[src/rtl/if_stage_pkg.sv]
// if_stage_pkg: shared definitions for the instruction-fetch stage.
//   - INSTR_W         : instruction / address width (only 32 is supported)
//   - IF_NOP_INSTR    : bubble instruction (addi x0,x0,0)
//   - IF_RESET_PC     : default first fetch address after reset
//   - fetch_state_e   : fetch FSM state encoding
//   - align_word()    : clears the two byte-offset bits of an address
package if_stage_pkg;

  localparam int unsigned INSTR_W      = 32;
  localparam logic [31:0] IF_NOP_INSTR = 32'h0000_0013;
  localparam logic [31:0] IF_RESET_PC  = 32'h0000_0000;

  typedef enum logic [1:0] {
    S_IDLE = 2'd0,
    S_REQ  = 2'd1,
    S_WAIT = 2'd2,
    S_DROP = 2'd3
  } fetch_state_e;

  function automatic logic [31:0] align_word(input logic [31:0] addr);
    return {addr[31:2], 2'b00};
  endfunction

endpackage

[src/rtl/if_stage_pend.sv]
// if_pend_buf: one-entry holding register for a fetched instruction that
// arrived while the IF/ID register was occupied and stalled.
// Ports:
//   clk, rst_n          : clock, asynchronous active-low reset
//   load_i              : capture instr_i/pc_i and mark the entry valid
//   drain_i             : entry has been moved to IF/ID, mark it empty
//   clear_i             : squash the entry (flush)
//   instr_i, pc_i       : instruction and its PC to capture
//   instr_o, pc_o       : held instruction and PC
//   valid_o             : entry holds a real instruction
module if_pend_buf
  import if_stage_pkg::*;
(
  input  logic               clk,
  input  logic               rst_n,
  input  logic               load_i,
  input  logic               drain_i,
  input  logic               clear_i,
  input  logic [INSTR_W-1:0] instr_i,
  input  logic [INSTR_W-1:0] pc_i,
  output logic [INSTR_W-1:0] instr_o,
  output logic [INSTR_W-1:0] pc_o,
  output logic               valid_o
);

  // Clear and drain both empty the entry; they win over a load, which the
  // fetch stage never issues in the same cycle anyway.
  always_ff @(posedge clk or negedge rst_n) begin
    if (!rst_n) begin
      valid_o <= 1'b0;
      instr_o <= '0;
      pc_o    <= '0;
    end else if (clear_i || drain_i) begin
      valid_o <= 1'b0;
    end else if (load_i) begin
      valid_o <= 1'b1;
      instr_o <= instr_i;
      pc_o    <= pc_i;
    end
  end

endmodule

[src/rtl/if_stage.sv]
// if_stage: instruction-fetch stage. Holds the PC, fetches one instruction
// at a time over a req/gnt/rvalid memory interface (at most one request in
// flight) and produces the IF/ID register consumed by decode.
// Ports:
//   clk, rst_n                 : clock, asynchronous active-low reset
//   stall_i, flush_i           : hazard unit hold / squash of IF/ID
//   redirect_i, redirect_pc_i  : taken branch or jump target from EX
//   imem_req_o, imem_addr_o    : fetch request and word-aligned address
//   imem_gnt_i                 : request accepted this cycle
//   imem_rvalid_i, imem_rdata_i: response (no back-pressure)
//   ID_instr_o, ID_pc_o        : IF/ID instruction and its PC
//   ID_valid_o                 : IF/ID holds a real instruction
// Optional feature (macro IF_PERF_CNT_EN): adds perf_fetch_cnt_o and
// perf_bubble_cnt_o, free-running 32-bit event counters.
// DATA_WIDTH must be 32.
module if_stage
  import if_stage_pkg::*;
#(
  parameter int unsigned DATA_WIDTH = 32,
  parameter logic [31:0] RESET_PC   = IF_RESET_PC,
  parameter logic [31:0] NOP_INSTR  = IF_NOP_INSTR
) (
  input  logic                  clk,
  input  logic                  rst_n,
  input  logic                  stall_i,
  input  logic                  flush_i,
  input  logic                  redirect_i,
  input  logic [DATA_WIDTH-1:0] redirect_pc_i,
  output logic                  imem_req_o,
  output logic [DATA_WIDTH-1:0] imem_addr_o,
  input  logic                  imem_gnt_i,
  input  logic                  imem_rvalid_i,
  input  logic [DATA_WIDTH-1:0] imem_rdata_i,
  output logic [DATA_WIDTH-1:0] ID_instr_o,
  output logic [DATA_WIDTH-1:0] ID_pc_o,
  output logic                  ID_valid_o
`ifdef IF_PERF_CNT_EN
  ,
  output logic [31:0]           perf_fetch_cnt_o,
  output logic [31:0]           perf_bubble_cnt_o
`endif
);

  fetch_state_e          state;
  logic [DATA_WIDTH-1:0] pc;
  logic [DATA_WIDTH-1:0] req_pc;

  logic                  pend_valid;
  logic [DATA_WIDTH-1:0] pend_instr;
  logic [DATA_WIDTH-1:0] pend_pc;

  logic fetch_fire;
  logic deliver;
  logic slot_free;
  logic pend_load;
  logic pend_drain;

  // No new request while a parked instruction waits; this bounds the
  // stage to two buffered instructions (IF/ID plus pend).
  assign imem_req_o  = (state == S_REQ) && !pend_valid;
  assign imem_addr_o = pc;
  assign fetch_fire  = imem_req_o && imem_gnt_i;

  // A response counts only in S_WAIT and only if no redirect arrives with it.
  assign deliver    = (state == S_WAIT) && imem_rvalid_i && !redirect_i;
  assign slot_free  = !ID_valid_o || !stall_i;
  assign pend_load  = deliver && !slot_free && !flush_i;
  assign pend_drain = pend_valid && !stall_i;

  // Fetch FSM. A redirect is applied after the case so its target overrides
  // the pc+4 increment of a same-cycle grant. In S_DROP a response that
  // coincides with a redirect still retires the stale request, so the FSM
  // returns to S_REQ rather than waiting for a response that never comes.
  always_ff @(posedge clk or negedge rst_n) begin
    if (!rst_n) begin
      state  <= S_IDLE;
      pc     <= align_word(RESET_PC);
      req_pc <= '0;
    end else begin
      case (state)
        S_IDLE: state <= S_REQ;
        S_REQ: begin
          if (fetch_fire) begin
            req_pc <= pc;
            pc     <= pc + 32'd4;
            state  <= redirect_i ? S_DROP : S_WAIT;
          end
        end
        S_WAIT: begin
          if (imem_rvalid_i)   state <= S_REQ;
          else if (redirect_i) state <= S_DROP;
        end
        S_DROP: begin
          if (imem_rvalid_i) state <= S_REQ;
        end
        default: state <= S_IDLE;
      endcase
      if (redirect_i) pc <= align_word(redirect_pc_i);
    end
  end

  // IF/ID register. Flush beats everything; a parked instruction is older
  // than anything arriving now, so it drains first; otherwise an idle,
  // unstalled cycle loads a bubble while keeping the last PC.
  always_ff @(posedge clk or negedge rst_n) begin
    if (!rst_n) begin
      ID_valid_o <= 1'b0;
      ID_instr_o <= NOP_INSTR;
      ID_pc_o    <= '0;
    end else if (flush_i) begin
      ID_valid_o <= 1'b0;
      ID_instr_o <= NOP_INSTR;
    end else if (pend_drain) begin
      ID_valid_o <= 1'b1;
      ID_instr_o <= pend_instr;
      ID_pc_o    <= pend_pc;
    end else if (deliver && slot_free) begin
      ID_valid_o <= 1'b1;
      ID_instr_o <= imem_rdata_i;
      ID_pc_o    <= req_pc;
    end else if (!stall_i) begin
      ID_valid_o <= 1'b0;
      ID_instr_o <= NOP_INSTR;
    end
  end

  if_pend_buf u_pend (
    .clk     (clk),
    .rst_n   (rst_n),
    .load_i  (pend_load),
    .drain_i (pend_drain),
    .clear_i (flush_i),
    .instr_i (imem_rdata_i),
    .pc_i    (req_pc),
    .instr_o (pend_instr),
    .pc_o    (pend_pc),
    .valid_o (pend_valid)
  );

`ifdef IF_PERF_CNT_EN
  logic fetch_evt;
  logic bubble_evt;

  // Bubble events mirror the flush and idle-bubble branches of IF/ID.
  assign fetch_evt  = deliver && !flush_i;
  assign bubble_evt = flush_i || (!stall_i && !pend_valid && !deliver);

  always_ff @(posedge clk or negedge rst_n) begin
    if (!rst_n) begin
      perf_fetch_cnt_o  <= '0;
      perf_bubble_cnt_o <= '0;
    end else begin
      if (fetch_evt)  perf_fetch_cnt_o  <= perf_fetch_cnt_o + 32'd1;
      if (bubble_evt) perf_bubble_cnt_o <= perf_bubble_cnt_o + 32'd1;
    end
  end
`endif

endmodule

[config.mk]
export PLATFORM = sky130hd
export DESIGN_NAME = if_stage
export DESIGN_NICKNAME = d
export VERILOG_FILES = /design/src/rtl/if_stage_pkg.sv /design/src/rtl/if_stage_pend.sv /design/src/rtl/if_stage.sv
export SDC_FILE = /design/constraint.sdc
export NUM_CORES = 1
export LEC_CHECK = 0
export CAP_MARGIN = 20
export CORE_MARGIN = 10
export CORE_UTILIZATION = 40
export DETAILED_ROUTE_END_ITERATION = 16
export PLACE_DENSITY = 0.73
export SYNTH_ARGS = -nofsm -noshare
export SYNTH_HDL_FRONTEND = slang
export SYNTH_SLANG_ARGS = --single-unit
[constraint.sdc]
create_clock -name clk -period 2.5 [get_ports clk]
set_input_delay 0.25 -clock clk [delete_from_list [all_inputs] [get_ports clk]]
set_output_delay 0.25 -clock clk [all_outputs]
set_load 0.02 [all_outputs]
# [After elaboration in Yosys (flattened, before gate mapping)]
# Cells that the tools add are included.
# W data, S select, Z words.
[totals] ff_bits=196 inputBits=71 output_inout_bits=98 wordCells=66
[classes] addsub=1 eq_ne=7 mux=21 n_bitwise=2 reduce_logical=26
[op_table] operator="$mux W32" count=9
[op_table] operator="$add A32 B3 Y32 const B" count=1
[op_table] operator="$logic_and A1 B1 Y1" count=8
[op_table] operator="$mux W2" count=4
[op_table] operator="$pmux W2 S4" count=1
[op_table] operator="$reduce_and A2 Y1" count=4
[op_table] operator="$reduce_bool A2 Y1" count=4
[op_table] operator="$mux W1" count=7
[op_table] operator="$logic_not A1 Y1" count=6
[op_table] operator="$eq A2 B2 Y1 const B" count=2
[op_table] operator="$ne A2 B2 Y1 const B" count=2
[op_table] operator="$ne A4 B1 Y1 const B" count=1
[op_table] operator="$ne A3 B3 Y1 const B" count=1
[op_table] operator="$reduce_and A3 Y1" count=1
[op_table] operator="$eq A2 B1 Y1 const B" count=1
[op_table] operator="$logic_not A2 Y1" count=1
[op_table] operator="$logic_or A1 B1 Y1" count=2
[op_table] operator="$not A1 Y1" count=2

# [Longest topological paths before layout]
# Gate-level depths: netlist of the first run.
[depth] ltp_word=7 mapped_depth=9 ltp_nobuf=7

# [Modules after synthesis]
# From an unflattened synthesis of the first run, not the netlist that was laid out.
[hier_totals] cells_unflattened=706 area_unflattened_um2=8847.2
[modules_own_cells] mod="if_stage" instances=1 cells_per_inst=567 area_per_inst_um2=6122.1 seq_area_each_um2=3181.8
[modules_own_cells] mod="if_pend_buf" instances=1 cells_per_inst=139 area_per_inst_um2=2725.1 seq_area_each_um2=1626.6

# [Least setup slack after synthesis of the first run]
# No wires, ideal clock.
[synth_timing] path_type="reg-to-reg" startpoint="register pc[2] (netlist: imem_addr_o[2])" endpoint="register pc[24] (netlist: imem_addr_o[24])" setup_time_ns=0.125 t_arrival_ns=1.933 required_ns=2.375 path_slack_ns=0.442 path_stages_with_launch=7 n_path_buf=0 synth_period_minus_slack_ns=2.058 path_cell_list="dfrtp_1 -> ha_1 -> nand4b_1 -> nor4_4 -> nand4_1 -> xnor2_1 -> mux2_2"
[synth_between] elab_chain_len=4
[synth_lines] item="from (decl)" line="if_stage.sv:45" source="logic [DATA_WIDTH-1:0] pc;"
[synth_lines] item="from (signal assigned)" line="if_stage.sv:77" source="pc <= align_word(RESET_PC);"
[synth_lines] item="from (signal assigned)" line="if_stage.sv:85" source="pc <= pc + 32'd4;"
[synth_lines] item="from (signal assigned)" line="if_stage.sv:98" source="if (redirect_i) pc <= align_word(redirect_pc_i);"
[synth_lines] item="$add A32 B3 Y32" line="if_stage.sv:85"
[synth_lines] item="$mux W32" line="if_stage.sv:83" source="if (fetch_fire) begin"
[synth_lines] item="$mux W32" line="if_stage.sv:80" source="case (state)"
[synth_lines] item="$mux W32" line="if_stage.sv:98"
# No other way between the ends. The select of a mux whose other input is x is not followed.
# A chain may end at the register's enable or synchronous reset.

# [Final worst setup path of the first run]
[layout_timing] startpoint="register state[1]" endpoint="output imem_req_o"
[layout_between] elab_chain_len=2
[layout_lines] item="from (decl)" line="if_stage.sv:44" source="fetch_state_e state;"
[layout_lines] item="from (signal assigned)" line="if_stage.sv:86" source="state <= redirect_i ? S_DROP : S_WAIT;"
[layout_lines] item="$eq A2 B1 Y1" line="if_stage.sv:60" source="assign imem_req_o = (state == S_REQ) && !pend_valid;"
[layout_lines] item="$logic_and A1 B1 Y1" line="if_stage.sv:60"
[layout_lines] item="to (decl)" line="if_stage.sv:29" source="output logic imem_req_o,"
# No other way between the ends.

==> impl_metrics.ini, run 1 <==
[run_status]
status = finished clean

[route]
vias = 5832
viasPerCell = 4.89
drt_iter0_markers = 246
drc = 0
wl_microns = 19600
ant_nets = 0
dr.pass1.iters = 4
detail_route.wl_per_cell_microns = 16.4

[yosys]
synth_edf_count = 0
synth_area_per_cell_sq_um = 11.0
ys_seq_elements = 188
yosys-top-cells-area = dfrtp_1 56%, mux2_2 8.8%, nand2_1 8.4%
synth-async-reset-ratio = 1.00
synth_warnings = 0
seq_area_frac_synth = 0.573
yosys_most_used_dff = dfrtp_1
synth_area_sq_um = 8210
netlist_instances = 744
ys_types = 44
synth.top_cell.area_share = 0.564
yosys.area.top_type = dfrtp_1

[worst_hold_path]
hold_path_class = in -> reg

[timing]
tightest_slew_ns = 0.967
skew_ns = 0.00773
final.setup.tns_ns = 0
setup_slack_ns = 0.146
drv_slew = 0
max_freq_mhz = 425
fin_crit_sh = 0.942
rsz0062_at_grt = no
slew_headroom = 0.352
final-setup-viol-count = 0
hold_viol_final = 0
period_needed_ns = 2.35
whs_ns = 0.382

[clock_tree]
cts_root_buf = clkbuf_16
cts_tree = yes
cts_num_sinks = 188
cts_buffers = 17
cts_resized = 0
clockBufferDepth = 2
ctsHoldBuffers = 1
worstSkewPairLatency_ns = 0.42
clk_pin_slew_ns = 0.07
cts_setup_buffers = 0
cts_htree_levels = 4

[power]
p_per_area_nw_per_um2 = 799
ir_drop_v = 0.000482
p_leak_nw = 4.82
p_total_mw = 8.73

[floorplan]
die_w_microns = 163
num_rows = 52
coreArea_sq_um = 20200
io_pins = 169
fp.dieH_microns = 163
die-area_sq_um = 26700
initial_core_util = 0.406

[placed_design]
finalWeightedCongestion = 0.754
post-place-ws_ns = 0.102
hpwlAfterDp_microns = 14100
io_buffers = 162

[final_layout]
regArea_sq_um = 4710
area_growth_pct = 33.0
layout_commonest_cell = dfrtp_1
final_cell_mix = 185 x dfrtp_1, 183 x nand2_1, 161 x clkdlybuf4s50_1
drive_gt1_frac = 0.145
postLayoutCoreUtil = 0.540
fillers = 1747
multi_input_area_sq_um = 3320
antennaDiodeCount = 0
layout.nets = 984

[run]
maxCapViolCount = 0

[critical_path]
critical_path.endpoint_type = output pin
critical_path.max_fanout = 6
arrival_ns = 2.10
cp_cell_sequence = inv_1, ha_1, nor2b_1, clkdlybuf4s50_1
cp_slowest_cell = clkdlybuf4s50_1
max_stage_delay_ns = 0.66
path_class = reg -> out
worstSetupStartpointType = flop
cp.required_ns = 2.25

[global_routing]
overflow = 0
grt_max_degree = 74
grt_pass1_wl_microns = 32000
antenna_found_initial = 0
grt_pass1_vias = 6024
grt_usage = 0.149
==> cells in the mapped netlist, types with 4 or more instances <==
cell and count:
a21oi_1 9, and3_1 7, buf_2 15, buf_4 5, clkbuf_1 21, dfrtp_1 185
ha_1 4, inv_1 7, mux2_2 64, mux2i_1 63, nand2_1 183, nand3_1 8
nand4_1 12, nor2_1 10, o21ai_0 88, xnor2_1 8, xor2_1 17
==> worst paths after layout <==
kind                            slack (ns)         endpoint               from  depth (start not counted)
worst min-delay path                  0.38  imem_addr_o[14]  redirect_pc_i[14]                          3
max in group asynchronous             1.37    ID_instr_o[4]              rst_n                          3
worst max-delay path                  0.15       imem_req_o           state[1]                          4
worst max register to register        0.18         state[0]           state[1]                          8
min in group asynchronous             0.40   imem_addr_o[8]              rst_n                          2
worst min register to register        0.48      ID_pc_o[16]        ID_pc_o[16]                          2
==> layout make-up <==
cell class,count,share of cell area
clock inverter,15,0.0209
inverter,7,0.00241
clock buffer,17,0.0390
multi-input combinational,510,0.304
sequential,188,0.431
timing repair buffer,185,0.172
tap,270,0.0309
==> stage by stage <==
stage               std cells  instance area [sq um]
finish                   1192                  10900
global route             1192                  10900
CTS                      1192                  10900
detailed placement       1159                  10300
global placement         1159                  10300
floorplan                 747                   8220
==> power by group <==
part           total, mW  switching, mW  internal [mW]
Sequential          3.87          0.377           3.50
Combinational       1.89           1.04          0.844
Clock               2.97           1.25           1.72
Total               8.73           2.67           6.06
==> critical path, delay by kind of cell, from the launching register on <==
kind,cells,cell delay [ns]
buffers and inverters,2,0.73
adders and majority gates,1,0.28
and+or+nand+nor,1,0.24
DFF,1,0.42
==> per-layer routing <==
| metal | vias up | global-route usage | routed length [microns] |
|---|---|---|---|
| met5 | - | 0 | 0 |
| met4 | 0 | 0.0451 | 260 |
| met3 | 16 | 0.0476 | 1370 |
| met2 | 149 | 0.231 | 8960 |
| met1 | 2797 | 0.194 | 9000 |
| li1 | 2870 | - | - |
==> sequential cells by signal, summed over array words and instances (netlist names) <==
name            cells
req_pc             30
imem_addr_o        30
u_pend.valid_o      1
ID_pc_o            30
u_pend.instr_o     32
ID_instr_o         32
state               2
u_pend.pc_o        30
ID_valid_o          1
==> cell families after synthesis <==
kind of cell,count (synthesis),synth area share
compound gates,105,0.0666
fa+ha+maj,4,0.00610
simple gates,245,0.135
buf+inv,49,0.0270
mux,127,0.165
xor+xnor,25,0.0267
other cells,1,0.000457
flops,188,0.573
No activity file was read; power rests on OpenSTA's default activity.
==> run 2: changes to the inputs <==
ABC_CLOCK_PERIOD_IN_PS = 2500   (was not set)
CORE_MARGIN = 4   (was 10)
==> run 2 against run 1 <==
Net effect:
- die area fell by 14%
- non-clock buffer count decreased by 4
- global-route usage up 1.5 points
- clock-buffer cell count rose by 2
- worst hold slack lost 0.023 ns
- final cell count decreased by 0.34%
- sequential power hardly changed
- first-iteration DRC count increased by 11%
- utilization is 0.44 points lower
- total power down 2.3%
- critical endpoint unchanged
- sequential cell count is the same
==> impl_metrics.ini, run 2 (synthesis results as in run 1) <==
[power]
power.share.clock = 0.325
comb_power_share = 0.220
p_leak_nw = 4.78
internal-power_mw = 5.92
swShare = 0.305
p_per_area_nw_per_um2 = 787
seqPwrFrac = 0.455
p_sw_mw = 2.60
ir_drop_v = 0.000458

[global_routing]
grt_pass1_wl_microns = 29500
grt_usage = 0.164
antenna_found_initial = 0
overflow = 0
grt_pass1_vias = 5793
grt_max_degree = 90

[placed_design]
io_buffers = 162
dpl.cell_count = 1155
finalWeightedCongestion = 0.797
hpwlAfterDp_microns = 12800
post-place-ws_ns = 0.251

[final_layout]
layout.nets = 980
fin_cells = 1188
drive_gt1_frac = 0.139
postLayoutCoreUtil = 0.535
area_growth_pct = 31.9
biggestRegsByFlops = ID_instr_o x32, u_pend.instr_o x32
layout_commonest_cell = dfrtp_1
antennaDiodeCount = 0
final_cell_mix = 185 x dfrtp_1, 183 x nand2_1, 161 x clkdlybuf4s50_1
fillers = 1824

[worst_hold_path]
hold_path_class = in -> async

[timing]
fin_crit_sh = 0.933
final.setup.tns_ns = 0
whs_ns = 0.359
hold_viol_final = 0
rsz0062_at_grt = no
max_freq_mhz = 429
drv_slew = 0
final-setup-viol-count = 0
skew_ns = 0.0113
setup_slack_ns = 0.167
tightest_slew_ns = 0.513
slew_headroom = 0.658
period_needed_ns = 2.33

[critical_path]
critical_path.max_fanout = 6
arrival_ns = 2.08
worstSetupStartpointType = flop
cp.required_ns = 2.25
path_class = reg -> out
critical_path.endpoint_type = output pin

[route]
drt_iter0_markers = 274
dr.pass1.iters = 4
viasPerCell = 4.88
wl_microns = 18500
drc = 0
ant_nets = 0
detail_route.wl_per_cell_microns = 15.5
vias = 5803

[run_status]
status = finished clean

[floorplan]
num_rows = 52
initial_core_util = 0.406
io_pins = 169
die-area_sq_um = 22900
fp.dieH_microns = 151
die_w_microns = 151
coreArea_sq_um = 20200

[run]
maxCapViolCount = 0

[clock_tree]
clk_pin_slew_ns = 0.07
cts_root_buf = clkbuf_16
clockBufferDepth = 2
cts_num_sinks = 188
cts_setup_buffers = 0
cts_tree = yes
cts_htree_levels = 4
worstSkewPairLatency_ns = 0.42
cts_buffers = 17
[run 2: worst max-delay path: stages, from the launching register on]
cell and delay [ns]:
dfrtp_1 0.42, inv_1 0.07, ha_1 0.25, nor2b_1 0.26, clkdlybuf4s50_1 0.66
[run 2: power by group through the flow]
stage	clock network (mW)	registers, mW	logic, mW
floorplan	0	4.08	0.768
global placement	0	3.91	1.86
detailed placement	0	3.94	1.90
CTS	2.84	3.88	1.91
global route	2.99	3.95	2.09
finish	2.77	3.88	1.88
[run 2: path summary, 6_finish.rpt]
path | slack, ns | start | cells past startpoint | to
min reg2reg | 0.48 | ID_pc_o[16] | 2 | ID_pc_o[16]
min in group clk | 0.38 | redirect_pc_i[5] | 3 | imem_addr_o[5]
max reg2reg | 0.26 | state[1] | 9 | imem_addr_o[19]
max | 0.17 | state[1] | 4 | imem_req_o
max in group asynchronous | 1.43 | rst_n | 3 | ID_pc_o[19]
min | 0.36 | rst_n | 2 | u_pend.instr_o[9]
[run 2: repair_timing]
action                     4_1_cts  5_1_grt
hold endpoints to repair        54        0
hold buffers                     1        0
resized for setup                0        0
setup endpoints to repair        0        0
[run 2: cell type report]
cell class,instances,area [sq um],share of cell area
Sequential cell,188,4710,0.435
Multi-Input combinational cell,510,3320,0.306
Timing Repair Buffer,181,1850,0.170
Clock buffer,19,433,0.0400
Tap cell,270,338,0.0312
Clock inverter,13,161,0.0149
Inverter,7,26.3,0.00243
[run 2: stage by stage]
stage	instance area, sq um	power (mW)
global route	10800	9.03
global placement	10200	5.78
CTS	10800	8.63
detailed placement	10200	5.84
finish	10800	8.53
floorplan	8220	4.85
[run 2: layer usage]
metal / vias up / track usage / wire, microns / part of all wire
met3: 15 / 0.0359 / 783 / 0.042
li1: 2864 / - / - / -
met4: 0 / 0.0467 / 233 / 0.013
met1: 2786 / 0.229 / 8990 / 0.49
met5: - / 0 / 0 / 0
met2: 138 / 0.257 / 8450 / 0.46
